===== config.mk =====
export PLATFORM = sky130hd
export DESIGN_NAME = wb_daq_channel_dma_flat
export DESIGN_NICKNAME = d
export VERILOG_FILES = /design/src/rtl/wb_daq_channel_dma_if.sv /design/src/rtl/wb_daq_channel_dma.sv /design/src/flat_wrapper.sv
export SDC_FILE = /design/constraint.sdc
export NUM_CORES = 1
export LEC_CHECK = 0
export ABC_CLOCK_PERIOD_IN_PS = 13000
export CAP_MARGIN = 10
export CORE_AREA = 2 2 211 213
export DETAILED_ROUTE_END_ITERATION = 10
export DIE_AREA = 0 0 213 215
export HOLD_SLACK_MARGIN = 0.03
export PLACE_DENSITY = 0.68
export SLEW_MARGIN = 20
export SYNTH_ARGS = -nofsm -noshare
export SYNTH_HDL_FRONTEND = slang
export SYNTH_SLANG_ARGS = --single-unit
export TNS_END_PERCENT = 5

===== constraint.sdc =====
create_clock -name wb_clk -period 13 [get_ports wb_clk]
set_input_delay 2.6 -clock wb_clk [delete_from_list [all_inputs] [get_ports wb_clk]]
set_output_delay 2.6 -clock wb_clk [all_outputs]
set_load 0.02 [all_outputs]

===== src/rtl/wb_daq_channel_dma_if.sv =====
// Wishbone classic write bus between the DAQ channel DMA (master) and memory (slave).
interface wb_daq_channel_dma_if #(
    parameter int dw = 32,
    parameter int aw = 32
);
    logic [aw-1:0] wb_m_adr_o;
    logic [dw-1:0] wb_m_dat_o;
    logic [3:0]    wb_m_sel_o;
    logic          wb_m_we_o;
    logic          wb_m_cyc_o;
    logic          wb_m_stb_o;
    logic          wb_m_ack_i;
    logic          wb_m_err_i;

    modport master (
        output wb_m_adr_o, wb_m_dat_o, wb_m_sel_o, wb_m_we_o, wb_m_cyc_o, wb_m_stb_o,
        input  wb_m_ack_i, wb_m_err_i
    );

    modport slave (
        input  wb_m_adr_o, wb_m_dat_o, wb_m_sel_o, wb_m_we_o, wb_m_cyc_o, wb_m_stb_o,
        output wb_m_ack_i, wb_m_err_i
    );
endinterface


===== src/rtl/wb_daq_channel_dma.sv =====
// DAQ channel DMA: buffers front-end samples in a small FIFO and writes them
// word by word to a memory buffer through a Wishbone classic master port.
module wb_daq_channel_dma #(
    parameter int dw      = 32,
    parameter int aw      = 32,
    parameter int FIFO_AW = 3
) (
    input  logic                 wb_clk,
    input  logic                 wb_rst_n,
    input  logic [31:0]          daq_channel_control_reg,
    input  logic [31:0]          daq_channel_address_reg,
    output logic [31:0]          daq_channel_status_reg,
    input  logic [dw-1:0]        sample_data,
    input  logic                 sample_valid,
    wb_daq_channel_dma_if.master wb_m,
    output logic                 interrupt
);
    localparam int DEPTH = 1 << FIFO_AW;

    typedef enum logic [2:0] {S_IDLE, S_WAIT, S_WRITE, S_DONE, S_ERROR} state_t;

    logic          enable, continuous, irq_en;
    logic [15:0]   length;
    logic [aw-1:0] base_addr;
    logic          unused_ctrl;

    assign enable      = daq_channel_control_reg[0];
    assign continuous  = daq_channel_control_reg[1];
    assign irq_en      = daq_channel_control_reg[2];
    assign length      = daq_channel_control_reg[31:16];
    assign base_addr   = aw'(daq_channel_address_reg);
    assign unused_ctrl = ^daq_channel_control_reg[15:3];

    state_t             state_q, state_d;
    logic               en_q, en_d;
    logic [aw-1:0]      cur_addr_q, cur_addr_d;
    logic [dw-1:0]      dat_q, dat_d;
    logic               cyc_q, cyc_d;
    logic [15:0]        count_q, count_d;
    logic [15:0]        words_q, words_d;
    logic               done_q, done_d;
    logic               ovf_q, ovf_d;
    logic               berr_q, berr_d;
    logic               irq_q, irq_d;
    logic [31:0]        status_q, status_d;
    logic [FIFO_AW-1:0] wr_ptr_q, wr_ptr_d, rd_ptr_q, rd_ptr_d;
    logic [FIFO_AW:0]   level_q, level_d;
    logic [dw-1:0]      mem [DEPTH];

    logic       fifo_full, fifo_empty;
    logic       push, pop, flush;
    logic [3:0] level_sat;

    assign fifo_full  = (level_q == (FIFO_AW+1)'(DEPTH));
    assign fifo_empty = (level_q == '0);
    assign level_sat  = (32'(level_q) > 32'd15) ? 4'hF : 4'(level_q);

    // NOTE: every variable written here gets a default first, so no path can infer a latch.
    always_comb begin
        state_d    = state_q;
        en_d       = enable;
        cur_addr_d = cur_addr_q;
        dat_d      = dat_q;
        cyc_d      = cyc_q;
        count_d    = count_q;
        words_d    = words_q;
        done_d     = done_q;
        ovf_d      = ovf_q;
        berr_d     = berr_q;
        irq_d      = 1'b0;
        pop        = 1'b0;

        unique case (state_q)
            S_IDLE: begin
                if (enable && !en_q) begin
                    cur_addr_d = base_addr;
                    count_d    = '0;
                    words_d    = '0;
                    done_d     = 1'b0;
                    ovf_d      = 1'b0;
                    berr_d     = 1'b0;
                    if (length == '0) begin
                        state_d = S_DONE;
                        done_d  = 1'b1;
                        irq_d   = irq_en;
                    end else begin
                        state_d = S_WAIT;
                    end
                end
            end
            S_WAIT: begin
                if (!enable) begin
                    state_d = S_IDLE;
                end else if (!fifo_empty) begin
                    pop     = 1'b1;
                    dat_d   = mem[rd_ptr_q];
                    state_d = S_WRITE;
                end
            end
            S_WRITE: begin
                // First WRITE cycle is bus setup; the strobe rises one edge after the pop.
                if (!cyc_q) begin
                    if (!enable) state_d = S_IDLE;
                    else         cyc_d   = 1'b1;
                end else if (wb_m.wb_m_err_i) begin
                    cyc_d   = 1'b0;
                    berr_d  = 1'b1;
                    irq_d   = irq_en;
                    state_d = enable ? S_ERROR : S_IDLE;
                end else if (wb_m.wb_m_ack_i) begin
                    cyc_d      = 1'b0;
                    cur_addr_d = cur_addr_q + aw'(4);
                    count_d    = count_q + 16'd1;
                    words_d    = words_q + 16'd1;
                    if (!enable) begin
                        state_d = S_IDLE;
                    end else if (count_q + 16'd1 == length) begin
                        irq_d = irq_en;
                        if (continuous) begin
                            cur_addr_d = base_addr;
                            count_d    = '0;
                            state_d    = S_WAIT;
                        end else begin
                            done_d  = 1'b1;
                            state_d = S_DONE;
                        end
                    end else begin
                        state_d = S_WAIT;
                    end
                end
            end
            S_DONE, S_ERROR: begin
                if (!enable) state_d = S_IDLE;
            end
            default: state_d = S_IDLE;
        endcase

        flush = (state_d == S_IDLE) && (state_q != S_IDLE);
        push  = sample_valid && enable && (!fifo_full || pop);
        if (sample_valid && enable && fifo_full && !pop) ovf_d = 1'b1;

        wr_ptr_d = wr_ptr_q + FIFO_AW'(push);
        rd_ptr_d = rd_ptr_q + FIFO_AW'(pop);
        level_d  = level_q + (FIFO_AW+1)'(push) - (FIFO_AW+1)'(pop);
        if (flush) begin
            wr_ptr_d = '0;
            rd_ptr_d = '0;
            level_d  = '0;
        end

        status_d = {words_q, 8'h00, level_sat, berr_q, ovf_q, done_q,
                    (state_q == S_WAIT) || (state_q == S_WRITE)};
    end

    // NOTE: state uses non-blocking assignments so every flop samples pre-edge values.
    always_ff @(posedge wb_clk or negedge wb_rst_n) begin
        if (!wb_rst_n) begin
            state_q    <= S_IDLE;
            en_q       <= 1'b0;
            cur_addr_q <= '0;
            dat_q      <= '0;
            cyc_q      <= 1'b0;
            count_q    <= '0;
            words_q    <= '0;
            done_q     <= 1'b0;
            ovf_q      <= 1'b0;
            berr_q     <= 1'b0;
            irq_q      <= 1'b0;
            status_q   <= '0;
            wr_ptr_q   <= '0;
            rd_ptr_q   <= '0;
            level_q    <= '0;
        end else begin
            state_q    <= state_d;
            en_q       <= en_d;
            cur_addr_q <= cur_addr_d;
            dat_q      <= dat_d;
            cyc_q      <= cyc_d;
            count_q    <= count_d;
            words_q    <= words_d;
            done_q     <= done_d;
            ovf_q      <= ovf_d;
            berr_q     <= berr_d;
            irq_q      <= irq_d;
            status_q   <= status_d;
            wr_ptr_q   <= wr_ptr_d;
            rd_ptr_q   <= rd_ptr_d;
            level_q    <= level_d;
        end
    end

    // NOTE: FIFO storage is not reset; the pointers and level define what is valid.
    always_ff @(posedge wb_clk) begin
        if (push) mem[wr_ptr_q] <= sample_data;
    end

    assign wb_m.wb_m_adr_o = cur_addr_q;
    assign wb_m.wb_m_dat_o = dat_q;
    assign wb_m.wb_m_sel_o = cyc_q ? 4'hF : 4'h0;
    assign wb_m.wb_m_we_o  = cyc_q;
    assign wb_m.wb_m_cyc_o = cyc_q;
    assign wb_m.wb_m_stb_o = cyc_q;

    assign interrupt              = irq_q;
    assign daq_channel_status_reg = status_q;
endmodule


===== src/flat_wrapper.sv =====
// flat-port wrapper written by rule: the top's interface ports become plain ports
module wb_daq_channel_dma_flat 
#(
    parameter int dw      = 32,
    parameter int aw      = 32,
    parameter int FIFO_AW = 3
)
  (wb_clk, wb_rst_n, daq_channel_control_reg, daq_channel_address_reg, daq_channel_status_reg, sample_data, sample_valid, interrupt, wb_m_wb_m_adr_o, wb_m_wb_m_dat_o, wb_m_wb_m_sel_o, wb_m_wb_m_we_o, wb_m_wb_m_cyc_o, wb_m_wb_m_stb_o, wb_m_wb_m_ack_i, wb_m_wb_m_err_i);
  wb_daq_channel_dma_if #(.dw(dw), .aw(aw)) wb_m_i ();
  input  logic wb_clk;
  input  logic wb_rst_n;
  input  logic [31:0] daq_channel_control_reg;
  input  logic [31:0] daq_channel_address_reg;
  output logic [31:0] daq_channel_status_reg;
  input  logic [dw-1:0] sample_data;
  input  logic sample_valid;
  output logic interrupt;
  output wire logic [$bits(wb_m_i.wb_m_adr_o)-1:0] wb_m_wb_m_adr_o;
  output wire logic [$bits(wb_m_i.wb_m_dat_o)-1:0] wb_m_wb_m_dat_o;
  output wire logic [$bits(wb_m_i.wb_m_sel_o)-1:0] wb_m_wb_m_sel_o;
  output wire logic [$bits(wb_m_i.wb_m_we_o)-1:0] wb_m_wb_m_we_o;
  output wire logic [$bits(wb_m_i.wb_m_cyc_o)-1:0] wb_m_wb_m_cyc_o;
  output wire logic [$bits(wb_m_i.wb_m_stb_o)-1:0] wb_m_wb_m_stb_o;
  input wire logic [$bits(wb_m_i.wb_m_ack_i)-1:0] wb_m_wb_m_ack_i;
  input wire logic [$bits(wb_m_i.wb_m_err_i)-1:0] wb_m_wb_m_err_i;
  assign wb_m_wb_m_adr_o = wb_m_i.wb_m_adr_o;
  assign wb_m_wb_m_dat_o = wb_m_i.wb_m_dat_o;
  assign wb_m_wb_m_sel_o = wb_m_i.wb_m_sel_o;
  assign wb_m_wb_m_we_o = wb_m_i.wb_m_we_o;
  assign wb_m_wb_m_cyc_o = wb_m_i.wb_m_cyc_o;
  assign wb_m_wb_m_stb_o = wb_m_i.wb_m_stb_o;
  assign wb_m_i.wb_m_ack_i = wb_m_wb_m_ack_i;
  assign wb_m_i.wb_m_err_i = wb_m_wb_m_err_i;
  wb_daq_channel_dma #(.dw(dw), .aw(aw), .FIFO_AW(FIFO_AW)) u_core (.wb_clk(wb_clk), .wb_rst_n(wb_rst_n), .daq_channel_control_reg(daq_channel_control_reg), .daq_channel_address_reg(daq_channel_address_reg), .daq_channel_status_reg(daq_channel_status_reg), .sample_data(sample_data), .sample_valid(sample_valid), .wb_m(wb_m_i), .interrupt(interrupt));
endmodule

==> out/results.tsv <==
metric	value	unit
status	finished, final reports clean	
die_x	213	um
routedWlPerCell	21.1	um
crit_arrival	6.62	ns
synth.top_cells.by_area	edfxtp_1 (45%), dfrtp_1 (20%), mux4_2 (8.4%)	
start_util	39.5	%
clock-skew-final	0.0337	ns
syn_inst	1227	
hpwl	24.8	mm
via_per_inst	5.55	
synth_top_area_cell	edfxtp_1	
combPwrFrac	26.4	%
period_share	47.5	%
clock_latency	0.60	ns
ant_nets	0	
top_register	u_core.mem	
crit_required	13.44	ns
cp-end-kind	register	
crit_start	daq_channel_control_reg[28]	
hold_viol_final	0	
tritoncts	done	
grt.overflow.total	0	
p_seq_share	41.6	%
worstHoldStart	u_core.level_q[2]	
place_inst	1942	
async_reset_ff_share	35.2	%
power_density	190	nW/um2
drc	0	
io_pins	205	
htree_levels	2	
p_leak	7.42	nW
path_clk_slew	0.06	ns
crit_family	compound AO/OA/AOI/OAI gates	
cts-buffers-inserted	44	
critPathMaxFanout	60	
critPathMaxStageDelay	0.87	ns
rsz0062_at_grt	false	
yosysTopAreaCellShare	44.5	%
grt_pass1_wl	65.6	mm
yosysWarnings	0	
area_growth	22.8	%
nFillCells	3719	
drt_iter0_markers	965	
internal-power	0.00277	W
finalSetupTns	0	ns
critical_path_class	in -> reg	
cpMostUsedCell	xor2_1	
mostFrequentLayoutCells	edfxtp_1 (256), clkdlybuf4s50_1 (182), dfrtp_1 (136), nand2_1 (116), mux4_2 (64)	
vias	11200	
worstHoldPathType	reg -> reg	
synth_edf_count	256	
pwr-share-clk	32.0	%
post_cts_buffers	0	
maxSlewViolCount	0	
seq_area_frac_synth	64.7	%
wl	42.7	mm
clock.fmax	162	MHz
drive_above_1_share	13.3	%
grt.total_usage	18.6	%
cp.buffers_inverters	2	
cts_resized	0	
core	43600	um2
maxSlewHeadroom	32.1	%
largest_reg_flops	256	
cts_sinks	395	
final_net_count	1511	
worst_pin_slew	1.02	ns
grt_pass1_vias	11300	
vdd_drop_max	0.000134	V
dieArea	45800	um2
swShare	31.0	%
setup_violations	0	
die_h	215	um
avgSynthCellArea	14.1	um2
cts-root-buf	clkbuf_16	
firstDrtPassIters	5	
final_cells	2025	
ys_ff_latch	395	
timing.rr.start	u_core.count_q[0]	
cts_hold_buf	0	
portBuffers	183	
antenna_found_initial	3	
cp_slowest_cell	a21oi_4	
min_period	6.18	ns
placementRows	77	
final_common_cell	edfxtp_1	
crit_chain	clkdlybuf4s50_1 > xor2_1 > xor2_1 > and3_1 > o21bai_1 > a2111oi_4 > buf_4 > a21oi_4 > nand2_1 > o311ai_0	
drv_cap	0	
netSwitchingPower	0.00125	W
synth_top_flop_cell	edfxtp_1	
fin_total_pwr	0.00402	W
grt_max_degree	87	
gp_congestion	0.894	
syn_area	17300	um2
synth_cell_types	75	
cts_buffer_depth	3	
startpoint_type	input pin	
==> layer usage <==
layer	vias to the layer above	track usage, %	share of wire (%)	wire length, um
met3	63	4.22	7.8	3350
met1	5699	23.9	41	17500
met4	4	5.48	1.9	800
met5	-	0	0.080	34
li1	5065	-	-	-
met2	416	31.6	49	21000
==> logic make-up (layout without fill, tap and decap cells) <==
group / after synthesis / in the layout / share of synthesized area [%]
flip-flops: 395 / 395 / 64.7
buffers and inverters: 107 / 305 / 2.97
AO/OA/AOI/OAI: 192 / 192 / 7.65
XOR/XNOR: 36 / 36 / 1.83
multiplexers: 103 / 103 / 10.6
adder cells (fa/ha/maj): 14 / 14 / 1.06
AND/OR/NAND/NOR: 379 / 379 / 11.1
other: 1 / 9 / 0.0217
==> area by class of cell <==
class | instances | area [um2] | area share (%)
flip-flops and latches | 395 | 11200 | 52.7
multi-input cells | 732 | 5680 | 26.8
repair buffers | 204 | 1990 | 9.40
clock buffers | 58 | 1220 | 5.78
well taps | 592 | 741 | 3.50
clock inverters | 24 | 307 | 1.45
inverters | 19 | 71.3 | 0.337
diodes | 1 | 2.50 | 0.0118
==> synth_stat cells (7+ instances only) <==
| master | count |
|---|---|
| edfxtp_1 | 256 |
| dfrtp_1 | 139 |
| nand2_1 | 116 |
| mux4_2 | 64 |
| nand3_1 | 57 |
| nor2_1 | 57 |
| o21ai_0 | 56 |
| clkbuf_1 | 42 |
| mux2i_1 | 36 |
| and3_1 | 27 |
| a21oi_1 | 24 |
| nor4_1 | 23 |
| nor3_1 | 21 |
| inv_1 | 19 |
| nand4_1 | 18 |
| xnor2_1 | 18 |
| xor2_1 | 18 |
| buf_4 | 17 |
| o31ai_1 | 16 |
| a31oi_1 | 15 |
| ha_1 | 13 |
| buf_1 | 12 |
| buf_2 | 11 |
| o211ai_1 | 10 |
| a211oi_1 | 9 |
| nor2b_1 | 9 |
| a311oi_1 | 7 |
| or3_1 | 7 |
==> path summary, 6_finish.rpt <==
path | endpoint | slack, ns | cells after the start
max | u_core.wb_m.wb_m_adr_o[12] | 6.82 | 10
min | u_core.daq_channel_status_reg[6] | 0.38 | 0
max reg2reg | u_core.wb_m.wb_m_adr_o[12] | 8.60 | 10
min reg2reg | u_core.daq_channel_status_reg[6] | 0.38 | 0
max in group asynchronous | u_core.rd_ptr_q[0] | 9.42 | 2
min in group asynchronous | u_core.count_q[5] | 2.10 | 1
==> per-stage QoR <==
step | hold WS (ns) | instance area (um2) | utilization [%] | setup WS, ns
6_report | 0.378 | 21200 | 48.5 | 6.82
3_5_place_dp | 0.368 | 19700 | 45.0 | 6.37
3_3_place_gp | 0.364 | 19700 | 45.0 | 6.52
4_1_cts | 0.380 | 21200 | 48.5 | 6.93
2_1_floorplan | 0.354 | 17300 | - | 6.86
5_1_grt | 0.391 | 21200 | 48.5 | 6.61
==> power by group through the flow <==
stage	Sequential, W	Clock (W)	Combinational, W
2_1_floorplan	0.00177	0	0.000542
3_3_place_gp	0.00168	0	0.00105
3_5_place_dp	0.00169	0	0.00107
4_1_cts	0.00167	0.00132	0.00108
5_1_grt	0.00170	0.00137	0.00115
6_report	0.00167	0.00129	0.00106
Power figures use the tool's default switching activity.
==> variant: new RTL, same flow settings <==
Re-encode `state_t` (5 states) as Gray code, 3 bits wide.
--- a/src/rtl/wb_daq_channel_dma.sv
+++ b/src/rtl/wb_daq_channel_dma.sv
@@ -18,5 +18,5 @@
     localparam int DEPTH = 1 << FIFO_AW;
 
-    typedef enum logic [2:0] {S_IDLE, S_WAIT, S_WRITE, S_DONE, S_ERROR} state_t;
+    typedef enum logic [2:0] {S_IDLE = 3'b000, S_WAIT = 3'b001, S_WRITE = 3'b011, S_DONE = 3'b010, S_ERROR = 3'b110} state_t;
 
     logic          enable, continuous, irq_en;
Check against the original RTL: no difference found for any inputs over 4 cycles, from zero or initial values and one cycle with wb_rst_n low; so few cycles prove little.
==> variant against the original RTL <==
- sequential cell count unchanged
- fmax is 10% higher
- setup slack better by 560 ps
- cell area is 1.9% lower
- power fell by 2.9%
- final cell count is 2.9% lower
- synthesized area fell by 1.7%
- wire length down 8.5%
- utilization decreased by 0.92 points
- clock power is 5% lower
- highest routed layer unchanged
==> variant: results (changes against the original RTL) <==
largest net degree at the start of global routing = 84 (-3.4%)
synth cell count leaders = edfxtp_1, dfrtp_1, nand2_1
Pleak = 7.30 nW (-1.6%)
Pre-Repair DR Iteration Count = 7 (+2)
multi-input logic area = 5420 um^2 (-4.5%)
CP delay by family, top = buffers and inverters
global-route wire length before repair = 60,900 um (-7.2%)
Post-Place Worst Slack = 6740 ps (+374 ps)
Seq cells = 395 (unchanged)
Ant. Diodes = 0 (-1)
vias per cell = 5.40 (-2.8%)
inverters = 18 (-1)
final hold slack = 378 ps (+0.477 ps)
Cell Pwr Density = 188 nW/um^2 (-0.98%)
#MultiIn Comb = 682 (-6.8%)
Peak Freq = 178 MHz (+10%)
Area contributors post-synth = edfxtp_1, dfrtp_1, mux4_2
final wirelength = 39,000 um (-8.5%)
switching power = 1.18 mW (-5.1%)
GRT Util Overall = 0.172 (-0.0145)
fraction of area in multi-input gates = 0.261 (-0.00718)
status = completed
clk_lat worst skew = 570 ps (-30 ps)
register area share after synthesis = 0.658 (+0.0111)
Cell Area, Synth = 17,000 um^2 (-1.7%)
RD Place Congestion = 0.835 (-6.6%)
Comb. pwr = 1.02 mW (-4%)
-- variant: cell count changes after synthesis, sizes merged, moves of 13 or more --
| cell | delta |
|---|---|
| nand3 | -35 |
| o211ai | +29 |
| and3 | -16 |
| o31ai | -14 |
| nor4 | -13 |
-- variant: worst paths after layout --
path	startpoint	to	cells past startpoint
setup reg to reg	u_core.state_q[1]	u_core.count_q[0]	7
setup / recovery	daq_channel_control_reg[0]	u_core.mem[4][6]	8
hold / removal	u_core.words_q[14]	u_core.daq_channel_status_reg[30]	0
min in group asynchronous	wb_rst_n	u_core.count_q[4]	1
hold reg to reg	u_core.words_q[14]	u_core.daq_channel_status_reg[30]	0
max in group asynchronous	wb_rst_n	u_core.rd_ptr_q[0]	2
-- variant: routing by layer --
| layer | track usage | wire length [um] | up-vias |
|---|---|---|---|
| met3 | 0.0403 | 2720 | 65 |
| met5 | 0 | 48 | - |
| li1 | - | - | 4806 |
| met4 | 0.0517 | 814 | 6 |
| met1 | 0.229 | 16700 | 5375 |
| met2 | 0.280 | 18700 | 365 |
